==> src/rtl/rv_imm_enc.sv <==
// Pipelined RV64I instruction encoder: scatters a 64-bit immediate plus decoded fields
// into a 32-bit instruction word, flagging immediates the format cannot represent.
module rv_imm_enc #(
    parameter int ERR_CNT_W = 16
) (
    input  logic                     clk_i,
    input  logic                     rst_n_i,
    input  logic                     in_valid_i,
    output logic                     in_ready_o,
    input  logic [2:0]               fmt_i,
    input  logic [6:0]               opcode_i,
    input  logic [4:0]               rd_i,
    input  logic [4:0]               rs1_i,
    input  logic [4:0]               rs2_i,
    input  logic [2:0]               funct3_i,
    input  logic [6:0]               funct7_i,
    input  logic signed [63:0]       imm_i,
    output logic                     out_valid_o,
    input  logic                     out_ready_i,
    output logic [31:0]              instr_o,
    output logic                     imm_err_o,
    input  logic                     err_clr_i,
    output logic [ERR_CNT_W-1:0]     err_cnt_o
);

    localparam logic [2:0] FMT_I  = 3'd0;
    localparam logic [2:0] FMT_SH = 3'd1;
    localparam logic [2:0] FMT_S  = 3'd2;
    localparam logic [2:0] FMT_B  = 3'd3;
    localparam logic [2:0] FMT_U  = 3'd4;
    localparam logic [2:0] FMT_J  = 3'd5;

    localparam logic [31:0] NOP = 32'h0000_0013;

    // True when v is the sign extension of its low 'bits' bits.
    function automatic logic fits_signed(input logic signed [63:0] v, input int unsigned bits);
        logic signed [63:0] s;
        s = (v <<< (64 - bits)) >>> (64 - bits);
        return s == v;
    endfunction

    function automatic logic range_err(input logic [2:0] fmt, input logic signed [63:0] imm);
        logic e;
        case (fmt)
            FMT_I, FMT_S: e = !fits_signed(imm, 12);
            FMT_SH:       e = (imm[63:6] != '0);
            FMT_B:        e = imm[0] || !fits_signed(imm, 13);
            FMT_U:        e = (imm[11:0] != '0) || !fits_signed(imm, 32);
            FMT_J:        e = imm[0] || !fits_signed(imm, 21);
            default:      e = 1'b1;
        endcase
        return e;
    endfunction

    function automatic logic [31:0] encode(
        input logic [2:0]  fmt,
        input logic [6:0]  op,
        input logic [4:0]  rd,
        input logic [4:0]  rs1,
        input logic [4:0]  rs2,
        input logic [2:0]  f3,
        input logic [6:0]  f7,
        input logic [31:0] imm
    );
        logic [31:0] w;
        case (fmt)
            FMT_I:   w = {imm[11:0], rs1, f3, rd, op};
            FMT_SH:  w = {f7[6:1], imm[5:0], rs1, f3, rd, op};
            FMT_S:   w = {imm[11:5], rs2, rs1, f3, imm[4:0], op};
            FMT_B:   w = {imm[12], imm[10:5], rs2, rs1, f3, imm[4:1], imm[11], op};
            FMT_U:   w = {imm[31:12], rd, op};
            FMT_J:   w = {imm[20], imm[10:1], imm[11], imm[19:12], rd, op};
            default: w = NOP;
        endcase
        return w;
    endfunction

    function automatic logic [ERR_CNT_W-1:0] sat_inc(input logic [ERR_CNT_W-1:0] c);
        return (&c) ? c : c + ERR_CNT_W'(1);
    endfunction

    logic        adv;
    logic        s1_vld_q;
    logic        out_vld_q;
    logic [31:0] instr_q;
    logic        err_q;
    logic [31:0] instr_d;
    logic [ERR_CNT_W-1:0] err_cnt_q;
    logic [ERR_CNT_W-1:0] err_cnt_d;

    logic [2:0]  fmt_p1_q;
    logic [6:0]  op_p1_q;
    logic [4:0]  rd_p1_q;
    logic [4:0]  rs1_p1_q;
    logic [4:0]  rs2_p1_q;
    logic [2:0]  f3_p1_q;
    logic [6:0]  f7_p1_q;
    logic [31:0] imm_p1_q;
    logic        err_p1_q;

    // Both stages move together whenever the output register is free or draining.
    assign adv        = !out_vld_q || out_ready_i;
    assign in_ready_o = !s1_vld_q || adv;

    // ---- S1: field capture and range check ----
    always_ff @(posedge clk_i) begin
        if (in_ready_o && in_valid_i) begin
            fmt_p1_q <= fmt_i;
            op_p1_q  <= opcode_i;
            rd_p1_q  <= rd_i;
            rs1_p1_q <= rs1_i;
            rs2_p1_q <= rs2_i;
            f3_p1_q  <= funct3_i;
            f7_p1_q  <= funct7_i;
            imm_p1_q <= imm_i[31:0];
            err_p1_q <= range_err(fmt_i, imm_i);
        end
    end

    // ---- S2: bit scatter into the output register ----
    always_comb begin
        instr_d = encode(fmt_p1_q, op_p1_q, rd_p1_q, rs1_p1_q, rs2_p1_q,
                         f3_p1_q, f7_p1_q, imm_p1_q);
    end

    // A clear that lands on an errored handshake still counts that word.
    always_comb begin
        err_cnt_d = err_cnt_q;
        if (out_vld_q && out_ready_i && err_q) begin
            err_cnt_d = err_clr_i ? ERR_CNT_W'(1) : sat_inc(err_cnt_q);
        end else if (err_clr_i) begin
            err_cnt_d = '0;
        end
    end

    always_ff @(posedge clk_i or negedge rst_n_i) begin
        if (!rst_n_i) begin
            s1_vld_q  <= 1'b0;
            out_vld_q <= 1'b0;
            instr_q   <= '0;
            err_q     <= 1'b0;
            err_cnt_q <= '0;
        end else begin
            if (in_ready_o) begin
                s1_vld_q <= in_valid_i;
            end
            if (adv) begin
                out_vld_q <= s1_vld_q;
                if (s1_vld_q) begin
                    instr_q <= instr_d;
                    err_q   <= err_p1_q;
                end
            end
            err_cnt_q <= err_cnt_d;
        end
    end

    assign out_valid_o = out_vld_q;
    assign instr_o     = instr_q;
    assign imm_err_o   = err_q;
    assign err_cnt_o   = err_cnt_q;

endmodule
==> config.mk <==
export PLATFORM = sky130hd
export DESIGN_NAME = rv_imm_enc
export DESIGN_NICKNAME = d
export VERILOG_FILES = /design/src/rtl/rv_imm_enc.sv
export SDC_FILE = /design/constraint.sdc
export NUM_CORES = 1
export LEC_CHECK = 0
export ABC_AREA = 1
export BUFFER_PORTS_ARGS = -buffer_cell sky130_fd_sc_hd__buf_2
export CORE_MARGIN = 2
export CORE_UTILIZATION = 49
export DETAILED_ROUTE_END_ITERATION = 10
export GPL_TIMING_DRIVEN = 1
export PLACE_DENSITY = 0.8
export SLEW_MARGIN = 20
export SYNTH_ARGS = -nofsm -noshare
export SYNTH_HDL_FRONTEND = slang
export SYNTH_SLANG_ARGS = --single-unit
==> constraint.sdc <==
create_clock -name clk_i -period 2 [get_ports clk_i]
set_input_delay 0.1 -clock clk_i [delete_from_list [all_inputs] [get_ports clk_i]]
set_output_delay 0.1 -clock clk_i [all_outputs]
set_load 0.02 [all_outputs]
==> impl_summary.log <==
[metrics] Syn-to-layout area delta: 35.96%
[metrics] layout cells sized above 1: 0.2086
[metrics] largest area contributor in the netlist: sky130_fd_sc_hd__edfxtp_1
[metrics] worst hold stages: 4
[metrics] ratio of routed vias to standard cells: 5.220
[metrics] synthesized area per cell: 7.873 sq um
[metrics] wire length of the first global-routing pass: 30020 microns
[metrics] worst supply voltage drop on vdd: 0.5872 mV
[metrics] worst setup path class: reg2reg
[metrics] cell count after synthesis: 818
[metrics] Overflow after GRT: 0
[metrics] Num CTS Buffers: 17
[metrics] cell at the root of the clock tree: sky130_fd_sc_hd__clkbuf_16
[metrics] H-tree levels: 4
[metrics] top-area cell type share of the netlist area: 0.3124
[metrics] final-layout fill cell count: 1016
[metrics] share of synthesized area spent on multiplexers: 0
[metrics] number of nets in the layout: 1158
[metrics] final worst path period share: 0.9490
[metrics] TritonCTS clock tree: built
[metrics] Hold/Removal Path Class: in2reg
[metrics] synthesized-area fraction occupied by and/or/nand/nor cells: 0.3155
[metrics] WP data required: 2.29 ns
[metrics] via count of the first global-routing pass: 6243
[metrics] number of enable-type register cells in the synthesized netlist: 67
[metrics] WP data arrival: 2.19 ns
[metrics] Initial DRC Count: 503
[metrics] die height: 118.6 microns
[metrics] Worst-path clk slew: 0.05 ns
[metrics] most used flip-flop cell after synthesis: sky130_fd_sc_hd__edfxtp_1
[metrics] combinational family with the most area after synthesis: simple AND/OR/NAND/NOR gates
[metrics] biggest area contributors in the synthesized netlist: sky130_fd_sc_hd__edfxtp_1 (31%), sky130_fd_sc_hd__dfrtp_1 (20%), sky130_fd_sc_hd__nand2_1 (16%), sky130_fd_sc_hd__nor2_1 (7.2%), sky130_fd_sc_hd__inv_1 (4.9%)
[metrics] critical register-to-register path endpoint: err_cnt_o[2]$_DFFE_PN0P_
[metrics] time the worst path needs with I/O delays and setup: 1.898 ns
[metrics] count of final setup violators: 0
[metrics] power density over the cells: 881.9 nW/um^2
[metrics] fmax: 0.5269 GHz
[metrics] worst reg2reg path depth: 10
[metrics] remaining max-slew budget at the tightest pin: 0.5977
[metrics] number of pins with negative max-slew slack in the final report: 0
[metrics] share of synthesized cell area in full adder, half adder and majority cells: 0.005829
[metrics] DP Area: 7478 sq um
[metrics] pin count of the biggest net entering global routing: 68
[metrics] number of nets with antenna violations after detailed routing: 0
[metrics] antenna violations before repair: 0
[metrics] Worst setup EP type: register
[metrics] Post-Syn Nets: 925
[metrics] effective utilization at floorplan: 0.5062
[metrics] most frequently used cell type in the post-synthesis netlist: sky130_fd_sc_hd__nand2_1
[metrics] start point of the worst min-delay path: out_ready_i
[metrics] Power Total: 0.007722 W
[metrics] row count: 41
[metrics] count of synthesis-stage warnings from yosys: 0
[metrics] sum of negative setup slack: 0 ns
[metrics] placed wire-length estimate after detailed placement: 12150 microns
[metrics] Clock Latency Late Sink: 0.41 ns
[metrics] worst reg2reg setup slack: 0.10 ns
[metrics] Synth Cell Area: 6440 sq um
[metrics] die span in x: 118.6 microns
[metrics] wire per inst: 15.08 microns
[metrics] reported leakage power: 4.205 nW
[metrics] first-pass detailed-route iteration total: 7
[metrics] post-detailed-route DRC marker count: 0
[metrics] post-synthesis compound-gate area fraction: 0.07927
[metrics] capture endpoint of the worst hold path: out_valid_o$_DFFE_PN0P_
[metrics] worst slew pin tran: 0.6034 ns
[metrics] Critical Path Start Type: register
[metrics] synthesized flop and latch total: 118
[metrics] count of input and output buffers: 153
[metrics] Clock Skews: 0.01357 ns
[metrics] top cell types by occurrence after synthesis: sky130_fd_sc_hd__nand2_1 (273), sky130_fd_sc_hd__nor2_1 (124), sky130_fd_sc_hd__inv_1 (84), sky130_fd_sc_hd__edfxtp_1 (67)
[metrics] maximum buffer depth of the clock tree: 2
[metrics] area inside the core boundary: 12720 sq um
[metrics] final hold viol count: 0
[metrics] Total Die Area: 14080 sq um
[metrics] n_diodes: 0
[metrics] Final Routed Wirelength: 18650 microns
[metrics] maxcap violations: 0
[metrics] async set or reset register ratio after synthesis: 0.4322
[metrics] xor/xnor cell area share of the yosys netlist: 0.02176
[metrics] count of clock tree sinks: 118
[metrics] number of distinct library cells after synthesis: 39
[metrics] Placer Congestion: 0.9333
[metrics] beginning of the worst register-to-register path: err_cnt_o[0]$_DFFE_PN0P_
[metrics] overall routing resource usage: 0.2667
[metrics] run status: finished, final reports clean
[metrics] portion of the post-synthesis area used by sequential elements: 0.5106
[metrics] largest fanout on the critical path: 8
[metrics] routed via count: 6452
[metrics] Top-Level Pins: 155
[metrics] final design instance area without fill: 8756 sq um
## per-layer routing
| layer | track usage | routed length [microns] | vias up |
|---|---|---|---|
| met5 | 0 | 0 | - |
| met1 | 0.3283 | 7559 | 2999 |
| li1 | - | - | 3124 |
| met3 | 0.05405 | 1220 | 41 |
| met4 | 0.1034 | 430 | 0 |
| met2 | 0.4594 | 9434 | 288 |
## repair_timing
item	CTS	global route
buffers inserted	0	0
hold buffers	65	0
endpoints found under the hold margin	89	0
endpoints found under the setup margin	0	5
resized for setup	0	1
## worst max-delay path by stage
stage                                         from                         to  slack [ns]  cells past startpoint
final                     err_cnt_o[0]$_DFFE_PN0P_   err_cnt_o[2]$_DFFE_PN0P_        0.10                     10
after global routing      err_cnt_o[0]$_DFFE_PN0P_   err_cnt_o[8]$_DFFE_PN0P_      -0.006                     11
after CTS                 err_cnt_o[0]$_DFFE_PN0P_   err_cnt_o[8]$_DFFE_PN0P_        0.08                     11
after detailed placement  err_cnt_o[0]$_DFFE_PN0P_   err_cnt_o[8]$_DFFE_PN0P_        0.14                     11
after global placement    err_cnt_o[0]$_DFFE_PN0P_  err_cnt_o[12]$_DFFE_PN0P_        0.20                     11
after floorplan            out_valid_o$_DFFE_PN0P_         err_p1_q$_DFFE_PP_       -0.03                      3
## cell usage in the layout, fill, tap and decap left out, drive strengths merged, types with 5 or more instances in the layout
master	count
a21o	6
a22o	11
a21oi	15
dlygate4sd3	65
clkbuf	19
buf	166
nand4	11
o21ai	30
xor2	16
o22ai	5
inv	89
nand3	52
dfrtp	51
edfxtp	67
nand2	278
nor3	19
nor2	126
clkinv	9
a31oi	7
## worst max-delay path: stages, from the launching register on
cell                      delay (ns)
sky130_fd_sc_hd__dfrtp_1        0.39
sky130_fd_sc_hd__ha_1           0.19
sky130_fd_sc_hd__nand2_1        0.10
sky130_fd_sc_hd__inv_1          0.14
sky130_fd_sc_hd__nand3_4        0.11
sky130_fd_sc_hd__nor2_4         0.12
sky130_fd_sc_hd__nand2_2        0.09
sky130_fd_sc_hd__o21ai_4        0.25
sky130_fd_sc_hd__nand2_2        0.21
sky130_fd_sc_hd__nand2_1        0.11
sky130_fd_sc_hd__a21oi_1        0.07
## power by group
group,internal [W],switching (W)
Clock,0.00211,0.00110
Combinational,0.000527,0.000931
Sequential,0.00289,0.000165
## cell type report
type / instances / area (sq um) / area share
inverters: 91 / 345.3 / 0.03944
clock buffers: 19 / 442.9 / 0.05059
clock inverters: 13 / 177.7 / 0.02029
flip-flops and latches: 118 / 3289 / 0.3757
well taps: 172 / 215.2 / 0.02458
repair buffers: 231 / 1539 / 0.1758
multi-input cells: 592 / 2746 / 0.3137
## flip-flops by register name (all words and copies together) (netlist names), 3 cells and up
name / count
rs1_p1_q: 5
f7_p1_q: 6
f3_p1_q: 3
rd_p1_q: 5
rs2_p1_q: 5
imm_p1_q: 32
fmt_p1_q: 3
err_cnt_o: 16
op_p1_q: 7
instr_o: 32
## logic make-up after synthesis
kind of cell             after synthesis
AO/OA/AOI/OAI                         80
XOR/XNOR                              16
adder cells (fa/ha/maj)                3
buffers and inverters                109
flip-flops                           118
AND/OR/NAND/NOR                      492
## through the flow
step | setup WS [ns] | hold WS (ns) | std cells | util
6_report | 0.1021 | 0.03080 | 1236 | 0.6882
5_1_grt | -0.006307 | 0.05268 | 1236 | 0.6882
4_1_cts | 0.08386 | 0.02023 | 1235 | 0.6877
3_5_place_dp | 0.1361 | 0.1301 | 1138 | 0.5878
3_3_place_gp | 0.2022 | 0.1361 | 1138 | 0.5878
2_1_floorplan | -0.02862 | -0.1956 | 818 | -
Note: power is estimated with default switching activity, not from simulation.
